File: src/rtl/audio_link_pkg.sv
// Shared types and defaults for the audio capture/playback links.
// Contents: cap_state_e (capture FSM state), SAMPLE_W_DEF, FIFO_DEPTH_DEF.
package audio_link_pkg;

    localparam int unsigned SAMPLE_W_DEF   = 16;
    localparam int unsigned FIFO_DEPTH_DEF = 8;

    typedef enum logic [1:0] {
        IDLE  = 2'd0,
        READ  = 2'd1,
        WRITE = 2'd2
    } cap_state_e;

endpackage

File: src/rtl/sample_fifo.sv
// Synchronous first-word-fall-through sample FIFO.
// Ports:
//   clk, rst          clock, synchronous active-high reset
//   push_i, din_i     write request and data (ignored when full unless popping)
//   pop_i             read request (ignored when empty)
//   full_c, empty_c   combinational occupancy flags
//   dout_o            registered head word; holds last value when empty
//   valid_o           registered "dout_o holds an unread word"
module sample_fifo #(
    parameter int unsigned W     = 16,
    parameter int unsigned DEPTH = 8
) (
    input  logic         clk,
    input  logic         rst,
    input  logic         push_i,
    input  logic [W-1:0] din_i,
    input  logic         pop_i,
    output logic         full_c,
    output logic         empty_c,
    output logic [W-1:0] dout_o,
    output logic         valid_o
);

    localparam int unsigned AW = $clog2(DEPTH);
    localparam int unsigned CW = AW + 1;

    logic [W-1:0]  mem_q [DEPTH];
    logic [AW-1:0] rd_ptr_q, rd_ptr_d;
    logic [AW-1:0] wr_ptr_q, wr_ptr_d;
    logic [CW-1:0] count_q, count_d;
    logic [W-1:0]  dout_q, dout_d;
    logic          valid_q, valid_d;
    logic          push_ok_c;
    logic          pop_ok_c;

    assign empty_c = (count_q == '0);
    assign full_c  = (count_q == CW'(DEPTH));

    // A pop in the same cycle frees a slot, so a push at full is still accepted.
    assign pop_ok_c  = pop_i && !empty_c;
    assign push_ok_c = push_i && (!full_c || pop_ok_c);

    // Pointer/count/output next-state.
    always_comb begin
        rd_ptr_d = rd_ptr_q;
        wr_ptr_d = wr_ptr_q;
        count_d  = count_q;
        dout_d   = dout_q;
        valid_d  = !empty_c;
        if (pop_ok_c)  rd_ptr_d = rd_ptr_q + AW'(1);
        if (push_ok_c) wr_ptr_d = wr_ptr_q + AW'(1);
        case ({push_ok_c, pop_ok_c})
            2'b10:   count_d = count_q + CW'(1);
            2'b01:   count_d = count_q - CW'(1);
            default: count_d = count_q;
        endcase
        if (!empty_c) dout_d = mem_q[rd_ptr_q];
    end

    // Control state.
    always_ff @(posedge clk) begin
        if (rst) begin
            rd_ptr_q <= '0;
            wr_ptr_q <= '0;
            count_q  <= '0;
            dout_q   <= '0;
            valid_q  <= 1'b0;
        end else begin
            rd_ptr_q <= rd_ptr_d;
            wr_ptr_q <= wr_ptr_d;
            count_q  <= count_d;
            dout_q   <= dout_d;
            valid_q  <= valid_d;
        end
    end

    // Storage; contents are don't-care until written, so no reset.
    always_ff @(posedge clk) begin
        if (push_ok_c) mem_q[wr_ptr_q] <= din_i;
    end

    assign dout_o  = dout_q;
    assign valid_o = valid_q;

endmodule

File: src/rtl/audio_capture_link.sv
// Codec ADC -> STM32 return path: drains L/R pairs from the codec controller,
// buffers sample words in a FIFO and presents them on a strobe-to-read port.
// Optional build macro: AUDIO_CAPTURE_MONO_MIX_EN (sample word = mean of L and R;
// otherwise the left channel is used and the right channel ignored).
// Ports:
//   CLOCK_50, reset                  clock, synchronous active-high reset
//   audio_in_available               codec has an ADC pair ready
//   left/right_channel_audio_in      codec ADC samples
//   read_audio_in                    one-cycle pop strobe to the codec
//   AUDIO_RD                         asynchronous STM32 read strobe (rising edge pops)
//   AUDIO_OUT, AUDIO_VALID           FIFO head sample and its valid flag
//   AUDIO_OVERFLOW                   sticky sample-dropped flag
module audio_capture_link
    import audio_link_pkg::*;
#(
    parameter int unsigned SAMPLE_W   = SAMPLE_W_DEF,
    parameter int unsigned FIFO_DEPTH = FIFO_DEPTH_DEF
) (
    input  logic                CLOCK_50,
    input  logic                reset,
    input  logic                audio_in_available,
    input  logic [SAMPLE_W-1:0] left_channel_audio_in,
    input  logic [SAMPLE_W-1:0] right_channel_audio_in,
    output logic                read_audio_in,
    input  logic                AUDIO_RD,
    output logic [SAMPLE_W-1:0] AUDIO_OUT,
    output logic                AUDIO_VALID,
    output logic                AUDIO_OVERFLOW
);

    cap_state_e          state_q, state_d;
    logic                read_q, read_d;
    logic [SAMPLE_W-1:0] word_q, word_d;
    logic                ovf_q, ovf_d;
    logic                push_c;
    logic                pop_c;
    logic                fifo_full_c;
    logic                fifo_empty_c;
    logic [SAMPLE_W-1:0] mix_word_c;
    logic                rd_sync1_q, rd_sync2_q, rd_edge_q;

    // Sample word selection.
`ifdef AUDIO_CAPTURE_MONO_MIX_EN
    logic [SAMPLE_W:0] mix_sum_c;
    // Sign-extended sum cannot overflow; arithmetic shift of the sum floors the mean.
    assign mix_sum_c  = {left_channel_audio_in[SAMPLE_W-1], left_channel_audio_in}
                      + {right_channel_audio_in[SAMPLE_W-1], right_channel_audio_in};
    assign mix_word_c = SAMPLE_W'(mix_sum_c >> 1);
`else
    logic unused_right_c;
    assign unused_right_c = ^right_channel_audio_in;
    assign mix_word_c     = left_channel_audio_in;
`endif

    // AUDIO_RD synchroniser and rising-edge detect.
    always_ff @(posedge CLOCK_50) begin
        if (reset) begin
            rd_sync1_q <= 1'b0;
            rd_sync2_q <= 1'b0;
            rd_edge_q  <= 1'b0;
        end else begin
            rd_sync1_q <= AUDIO_RD;
            rd_sync2_q <= rd_sync1_q;
            rd_edge_q  <= rd_sync2_q;
        end
    end

    assign pop_c = rd_sync2_q && !rd_edge_q;

    // Capture FSM next-state and outputs.
    always_comb begin
        state_d = state_q;
        read_d  = 1'b0;
        word_d  = word_q;
        ovf_d   = ovf_q;
        push_c  = 1'b0;
        case (state_q)
            IDLE: begin
                if (audio_in_available) begin
                    state_d = READ;
                    read_d  = 1'b1;
                end
            end
            READ: begin
                word_d  = mix_word_c;
                state_d = WRITE;
            end
            WRITE: begin
                // Always drain the codec; drop the word if no slot frees this cycle.
                push_c  = 1'b1;
                if (fifo_full_c && !pop_c) ovf_d = 1'b1;
                state_d = IDLE;
            end
            default: state_d = IDLE;
        endcase
    end

    // Capture FSM state register.
    always_ff @(posedge CLOCK_50) begin
        if (reset) begin
            state_q <= IDLE;
            read_q  <= 1'b0;
            word_q  <= '0;
            ovf_q   <= 1'b0;
        end else begin
            state_q <= state_d;
            read_q  <= read_d;
            word_q  <= word_d;
            ovf_q   <= ovf_d;
        end
    end

    sample_fifo #(
        .W     (SAMPLE_W),
        .DEPTH (FIFO_DEPTH)
    ) u_fifo (
        .clk     (CLOCK_50),
        .rst     (reset),
        .push_i  (push_c),
        .din_i   (word_q),
        .pop_i   (pop_c),
        .full_c  (fifo_full_c),
        .empty_c (fifo_empty_c),
        .dout_o  (AUDIO_OUT),
        .valid_o (AUDIO_VALID)
    );

    logic unused_empty_c;
    assign unused_empty_c = fifo_empty_c;

    assign read_audio_in  = read_q;
    assign AUDIO_OVERFLOW = ovf_q;

endmodule

File: config.mk
export PLATFORM = sky130hd
export DESIGN_NAME = audio_capture_link
export DESIGN_NICKNAME = d
export VERILOG_FILES = /design/src/rtl/audio_link_pkg.sv /design/src/rtl/sample_fifo.sv /design/src/rtl/audio_capture_link.sv
export SDC_FILE = /design/constraint.sdc
export NUM_CORES = 1
export LEC_CHECK = 0
export ABC_AREA = 1
export BUFFER_PORTS_ARGS = -buffer_cell sky130_fd_sc_hd__buf_2
export CORE_MARGIN = 1
export CORE_UTILIZATION = 45
export DETAILED_ROUTE_END_ITERATION = 10
export MAX_ROUTING_LAYER = met4
export PLACE_DENSITY_LB_ADDON = 0.3
export RECOVER_POWER = 25
export REMOVE_ABC_BUFFERS = 1
export SYNTH_ARGS = -nofsm -noshare
export SYNTH_HDL_FRONTEND = slang
export SYNTH_SLANG_ARGS = --single-unit
export TNS_END_PERCENT = 100
File: constraint.sdc
create_clock -name CLOCK_50 -period 4.4 [get_ports CLOCK_50]
set_input_delay 0.22 -clock CLOCK_50 [delete_from_list [all_inputs] [get_ports CLOCK_50]]
set_output_delay 0.22 -clock CLOCK_50 [all_outputs]
set_load 0.02 [all_outputs]
# Yosys cells after proc, flatten, opt, wreduce, memory -nomap -nowiden
# Memories as Yosys holds them, arrays and structs flattened. A register that Yosys moved wholly into a read port is not among the register bits.
# Index checks and enable logic that the tools add are counted.
dict set report totals {
  in_bits 36
  mem_bits_rw 128
  mem_bits_ro 0
  ff_bits 34
  memories 1
  elab_cells 45
  latch_bits 0
}
dict set report op_classes {
  div_mod_pow 0
  eq_ne 6
  muxes 7
  shift 0
  n_bitwise 1
  order_cmp 0
  addsub 4
  reduce_logical 15
  multipliers 0
}
# name words width rd rd_clocked_by_memory_dff write_ports line
set mem_list {}
lappend mem_list {u_fifo.mem_q 8 16 1 1 1 sample_fifo.sv:27} ;# logic [W-1:0] mem_q [DEPTH];
# operator count
set ops {}
lappend ops {{$pmux W4 S2} 1}
lappend ops {{$add A3 B1 Y3 const B} 2}
lappend ops {{$logic_not A1 Y1} 5}
lappend ops {{$add A4 B1 Y4 const B} 1}
lappend ops {{$eq A2 B1 Y1 const B} 2}
lappend ops {{$eq A2 B2 Y1 const B} 2}
lappend ops {{$eq A4 B4 Y1 const B} 1}
lappend ops {{$logic_and A1 B1 Y1} 4}
lappend ops {{$logic_not A4 Y1} 1}
lappend ops {{$mux W1} 4}
lappend ops {{$pmux W2 S2} 1}
lappend ops {{$sub A4 B1 Y4 const B} 1}
lappend ops {{$logic_not A2 Y1} 1}
lappend ops {{$mux W2} 1}
lappend ops {{$ne A2 B2 Y1 const B} 1}
lappend ops {{$reduce_and A2 Y1} 1}
lappend ops {{$reduce_bool A2 Y1} 1}
lappend ops {{$reduce_or A2 Y1} 1}
lappend ops {{$logic_or A1 B1 Y1} 1}
lappend ops {{$not A1 Y1} 1}

# Depth between registers and ports, before layout
dict set report logic_depth {
  word_depth 7
  depth_mapped 15
  mapped_depth_nobuf 15
}

# Modules after synthesis
# Synthesis repeated with hierarchy kept, for this count alone.
dict set report hier_totals {
  hier_cells 607
  area_unflattened_um2 7026.7
}
# module n_inst seq_area_each_um2 cells_per_inst area_each_um2
set modules_own_cells {}
lappend modules_own_cells {sample_fifo 1 4384.2 512 6178.4}
lappend modules_own_cells {audio_capture_link 1 460.4 95 848.3}

# Worst setup path before layout
# Ideal clock, no wire load.
dict set report synth_timing {
  kind {register -> register}
  from {register u_fifo.count_q[3]}
  to {memory u_fifo.mem_q[4][0] (enable)}
  synth_period_minus_slack_ns 2.018
  path_stages_with_launch 7
  setup_slack_ns 2.382
  arrival_ns 1.630
  required_time_ns 4.012
  path_buffers 0
  cell_sequence {dfxtp_1 inv_1 nor2_1 nand2_2 nand2_4 or2_4 nor2_1}
}
dict set report synth_via {
  elab_chain_len 7
  elab_cells_between_ends 9
  cone_classes {1 x eq/ne; 2 x mux; 6 x reduce/logical}
}
# item line
set synth_lines {}
lappend synth_lines {{start: declaration} sample_fifo.sv:30} ;# logic [CW-1:0] count_q, count_d;
lappend synth_lines {{start signal: assignment} sample_fifo.sv:71} ;# count_q <= count_d;
lappend synth_lines {{$logic_not A4 Y1} sample_fifo.sv:36} ;# assign empty_c = (count_q == '0);
lappend synth_lines {{$logic_not A1 Y1} sample_fifo.sv:40} ;# assign pop_ok_c = pop_i && !empty_c;
lappend synth_lines {{$logic_and A1 B1 Y1} sample_fifo.sv:40}
lappend synth_lines {{$logic_or A1 B1 Y1 (*)} sample_fifo.sv:41} ;# assign push_ok_c = push_i && (!full_c || pop_ok_c);
lappend synth_lines {{$logic_and A1 B1 Y1 (*)} sample_fifo.sv:41}
lappend synth_lines {{$mux W1 (*)} sample_fifo.sv:79} ;# if (push_ok_c) mem_q[wr_ptr_q] <= din_i;
lappend synth_lines {{$mux W1 (not written as such) (*)} sample_fifo.sv:79}
lappend synth_lines {{end: declaration} sample_fifo.sv:27}
# Every way passes the cells marked *; elsewhere a longest branch is shown, timed or not.

# Worst setup path in the final report
dict set report layout_timing {
  from {register rd_sync2_q}
  to {memory u_fifo.mem_q[3][13] (enable)}
}
dict set report layout_via {
  elab_chain_len 6
}
# item line
set layout_lines {}
lappend layout_lines {{start: declaration} audio_capture_link.sv:40} ;# logic rd_sync1_q, rd_sync2_q, rd_edge_q;
lappend layout_lines {{start signal: assignment} audio_capture_link.sv:63} ;# rd_sync2_q <= rd_sync1_q;
lappend layout_lines {{$logic_and A1 B1 Y1} audio_capture_link.sv:68} ;# assign pop_c = rd_sync2_q && !rd_edge_q;
lappend layout_lines {{$logic_and A1 B1 Y1} sample_fifo.sv:40}
lappend layout_lines {{$logic_or A1 B1 Y1} sample_fifo.sv:41}
lappend layout_lines {{$logic_and A1 B1 Y1} sample_fifo.sv:41}
lappend layout_lines {{$mux W1} sample_fifo.sv:79}
lappend layout_lines {{$mux W1 (not written as such)} sample_fifo.sv:79}
# No other way between the ends.

==> key figures <==
Placement
  • PortBufs: 38
  • Placed Area: 7217 µm²
  • GPL Wtd Cong: 0.7383
  • Half-perimeter wire length after detailed placement: 7785 µm
  • Dpl ws: 1.938 ns

Synth
  • Post-Syn Instances: 600
  • Sequential-to-total area share from yosys stat: 70.26%
  • Yosys cell types: 30
  • Top cells by area, synth: edfxtp_1 56%, dfxtp_1 15%, nor2_1 8.4%
  • Area leader, netlist: edfxtp_1
  • Most used DFF post-synth: edfxtp_1
  • Synth top cells by count: 154 x nor2_1, 128 x edfxtp_1, 87 x o21ai_0
  • Mapped Area: 6895 µm²
  • Top-area cell type share of the netlist area: 55.74%
  • Most numerous cell in the Yosys netlist: nor2_1
  • Ys async rst share: 0%
  • Ys Warns: 0
  • Syn Area/Cell: 11.49 µm²
  • Register bit total from synthesis: 178
  • Post-synth EDFFs: 128

Hold path
  • Hold path depth: 3
  • Hold_sp: left_channel_audio_in[9]
  • Hold Crit Endpoint: word_q[9]$_SDFFE_PP0N_
  • Worst Hold Class: input port to flip-flop

Timing
  • RSZ-0062 raised after global routing: false
  • Worst Tran Pin Value: 1.240 ns
  • Total negative setup slack: 0 ns
  • Max-slew violations: 0
  • Max Clk Rate: 419.1 MHz
  • Rel. slew slack: 17.31%
  • Fin. Hold Viols: 0
  • Setup Skew: 0.009895 ns
  • Final Setup Violations: 0
  • Final Cycle Share: 54.23%
  • Final min period: 2.386 ns
  • Final WS setup: 2.014 ns

Floorplan
  • # IOs: 55
  • Initial Util: 46.74%
  • Core outline area: 14,750 µm²
  • Row Count: 44
  • Die Width: 125.8 µm
  • DIE AREA: 15,820 µm²
  • Die height: 125.8 µm

Clocking
  • Clock sink count: 178
  • CTS tree: done
  • Clock Tree Root: clkbuf_16
  • Worst skew pair latency: 0.42 ns
  • Clock transition at path regs: 0.07 ns
  • Clock tree buffer depth: 2
  • H-tree depth: 4
  • CTS buffer count: 17

Detailed routing
  • Detailed router's first-iteration violation count: 393
  • Via density: 5.277
  • # DRC: 0
  • Drt pass-1 iters: 5
  • WL final: 14,030 µm
  • DR vias: 4,406
  • Wire length per cell: 16.80 µm
  • Post-route ant nets: 0

Cells and area
  • Design Area, Final: 7784 µm²
  • Antenna cells: 0
  • Final core occ: 52.76%
  • Area grow syn2layout: 12.88%
  • Layout cell share with drive strength beyond 1: 14.29%
  • # nets final: 679

Critical path
  • Worst reg-to-reg path cell count: 9
  • Crit path arrival time: 2.51 ns
  • Startpoint types: flip-flop
  • FF-to-FF Start: rd_sync2_q$_SDFF_PP0_
  • R2r setup slk: 2.01 ns
  • Max FO, Critical Path: 9
  • CP Class: flip-flop to flip-flop
  • R2R Path End: u_fifo.mem_q[3][13]$_DFFE_PP_
  • Endpoint type of the worst setup path: flip-flop
  • CP required: 4.52 ns

GRT
  • Largest net degree at the start of global routing: 67
  • Grt ovf: 0
  • Initial antenna violation count: 0
  • GRT Total Usage: 19.92%
  • Vias in the first global route: 4,342
  • First-pass GRT wire length: 22,730 µm

Status
  • Status: complete, no violations

Power and ir drop
  • Overall power: 0.003541 W
  • Max IR drop VDD: 275.9 µV
  • Pwr/cell area: 454.9 nW/µm²
  • Leak: 2.845 nW

Run
  • Max-cap violations: 0
-- critical path, cell delays in order, from the launching register on --
cell	delay, ns
dfxtp_1	0.32
inv_1	0.05
nor2_1	0.13
nor2_1	0.08
nand2_2	0.08
nand2_4	0.08
inv_1	0.06
nand2_1	0.08
nor2_1	0.85
buf_4	0.34
-- cell type report --
class	count	area, µm²
fill	1258	6970
sequential	178	4847
multi-input combinational	369	1784
clock buffer	19	442.9
timing repair buffer	50	282.8
tap	184	230.2
clock inverter	13	113.9
inverter	22	82.58
-- through the flow --
stage / hold slack, ns / instances
global placement: 0.3973 / 802
global route: 0.01858 / 835
CTS: 0.003468 / 835
finish: 0.01197 / 835
detailed placement: 0.4014 / 802
floorplan: 0.2824 / 569
-- cell usage in the layout, fill, tap and decap left out, types with 2 or more instances in the layout --
| cell type | n |
|---|---|
| a21oi_1 | 6 |
| clkbuf_16 | 17 |
| buf_2 | 38 |
| nand2_1 | 49 |
| clkinvlp_4 | 4 |
| nor2_1 | 154 |
| clkinv_2 | 3 |
| buf_4 | 11 |
| inv_1 | 19 |
| o21ai_0 | 87 |
| dfxtp_2 | 2 |
| clkinv_4 | 3 |
| dfxtp_1 | 48 |
| xnor2_1 | 2 |
| o211ai_1 | 32 |
| edfxtp_1 | 128 |
| nand3_1 | 21 |
| inv_2 | 2 |
| ha_1 | 5 |
| clkinv_1 | 2 |
| nor2_4 | 3 |
-- what timing repair did --
action	in CTS	in global routing
endpoints found under the hold margin	1	0
hold buffers	1	0
setup buffers	0	0
gates resized for setup	0	0
-- state kept, by name, summed over array words and instances (netlist names), 2 cells and up --
signal and count:
u_fifo.mem_q 128, u_fifo.wr_ptr_q 3, state_q 2, u_fifo.count_q 4, u_fifo.rd_ptr_q 3, u_fifo.dout_o 16, word_q 16
-- worst max-delay path by stage --
stage                     slack [ns]                       endpoint  cells past startpoint                            start
final                           2.01  u_fifo.mem_q[3][13]$_DFFE_PP_                      9            rd_sync2_q$_SDFF_PP0_
after global routing            1.81   u_fifo.mem_q[0][1]$_DFFE_PP_                      8            rd_sync2_q$_SDFF_PP0_
after CTS                       1.93  u_fifo.mem_q[0][13]$_DFFE_PP_                      7   u_fifo.count_q[3]$_SDFFE_PP0P_
after detailed placement        1.94   u_fifo.mem_q[0][1]$_DFFE_PP_                      7   u_fifo.count_q[3]$_SDFFE_PP0P_
after global placement          1.98   u_fifo.mem_q[0][1]$_DFFE_PP_                      7   u_fifo.count_q[3]$_SDFFE_PP0P_
after floorplan                 1.59  u_fifo.dout_o[0]$_SDFFE_PP0N_                      5  u_fifo.rd_ptr_q[0]$_SDFFE_PP0P_
-- power by group --
group          internal (W)  leakage [nW]  total (W)  switching, W
sequential          0.00185          1.54    0.00190     0.0000484
combinational     0.0000770          1.04   0.000235      0.000158
clock              0.000793         0.263    0.00141      0.000616
total               0.00272          2.85    0.00354      0.000823
-- per-layer routing --
metal  GRT usage [%]  part of all wire (%)
met5               -                     0
met4           7.512                   1.8
met3           4.545                   5.2
met1           24.19                    43
met2           32.58                    50
-- cells by family (layout without fill, tap and decap cells) --
| logic type | Yosys count | count (layout) | share of synthesized area (%) |
|---|---|---|---|
| xor+xnor | 3 | 3 | 0.3811 |
| compound gates | 128 | 128 | 10.69 |
| fa+ha+maj | 5 | 5 | 0.9073 |
| flops | 178 | 178 | 70.26 |
| simple gates | 233 | 233 | 13.90 |
| buf+inv | 53 | 104 | 3.865 |
Power figures use the tool's default switching activity.
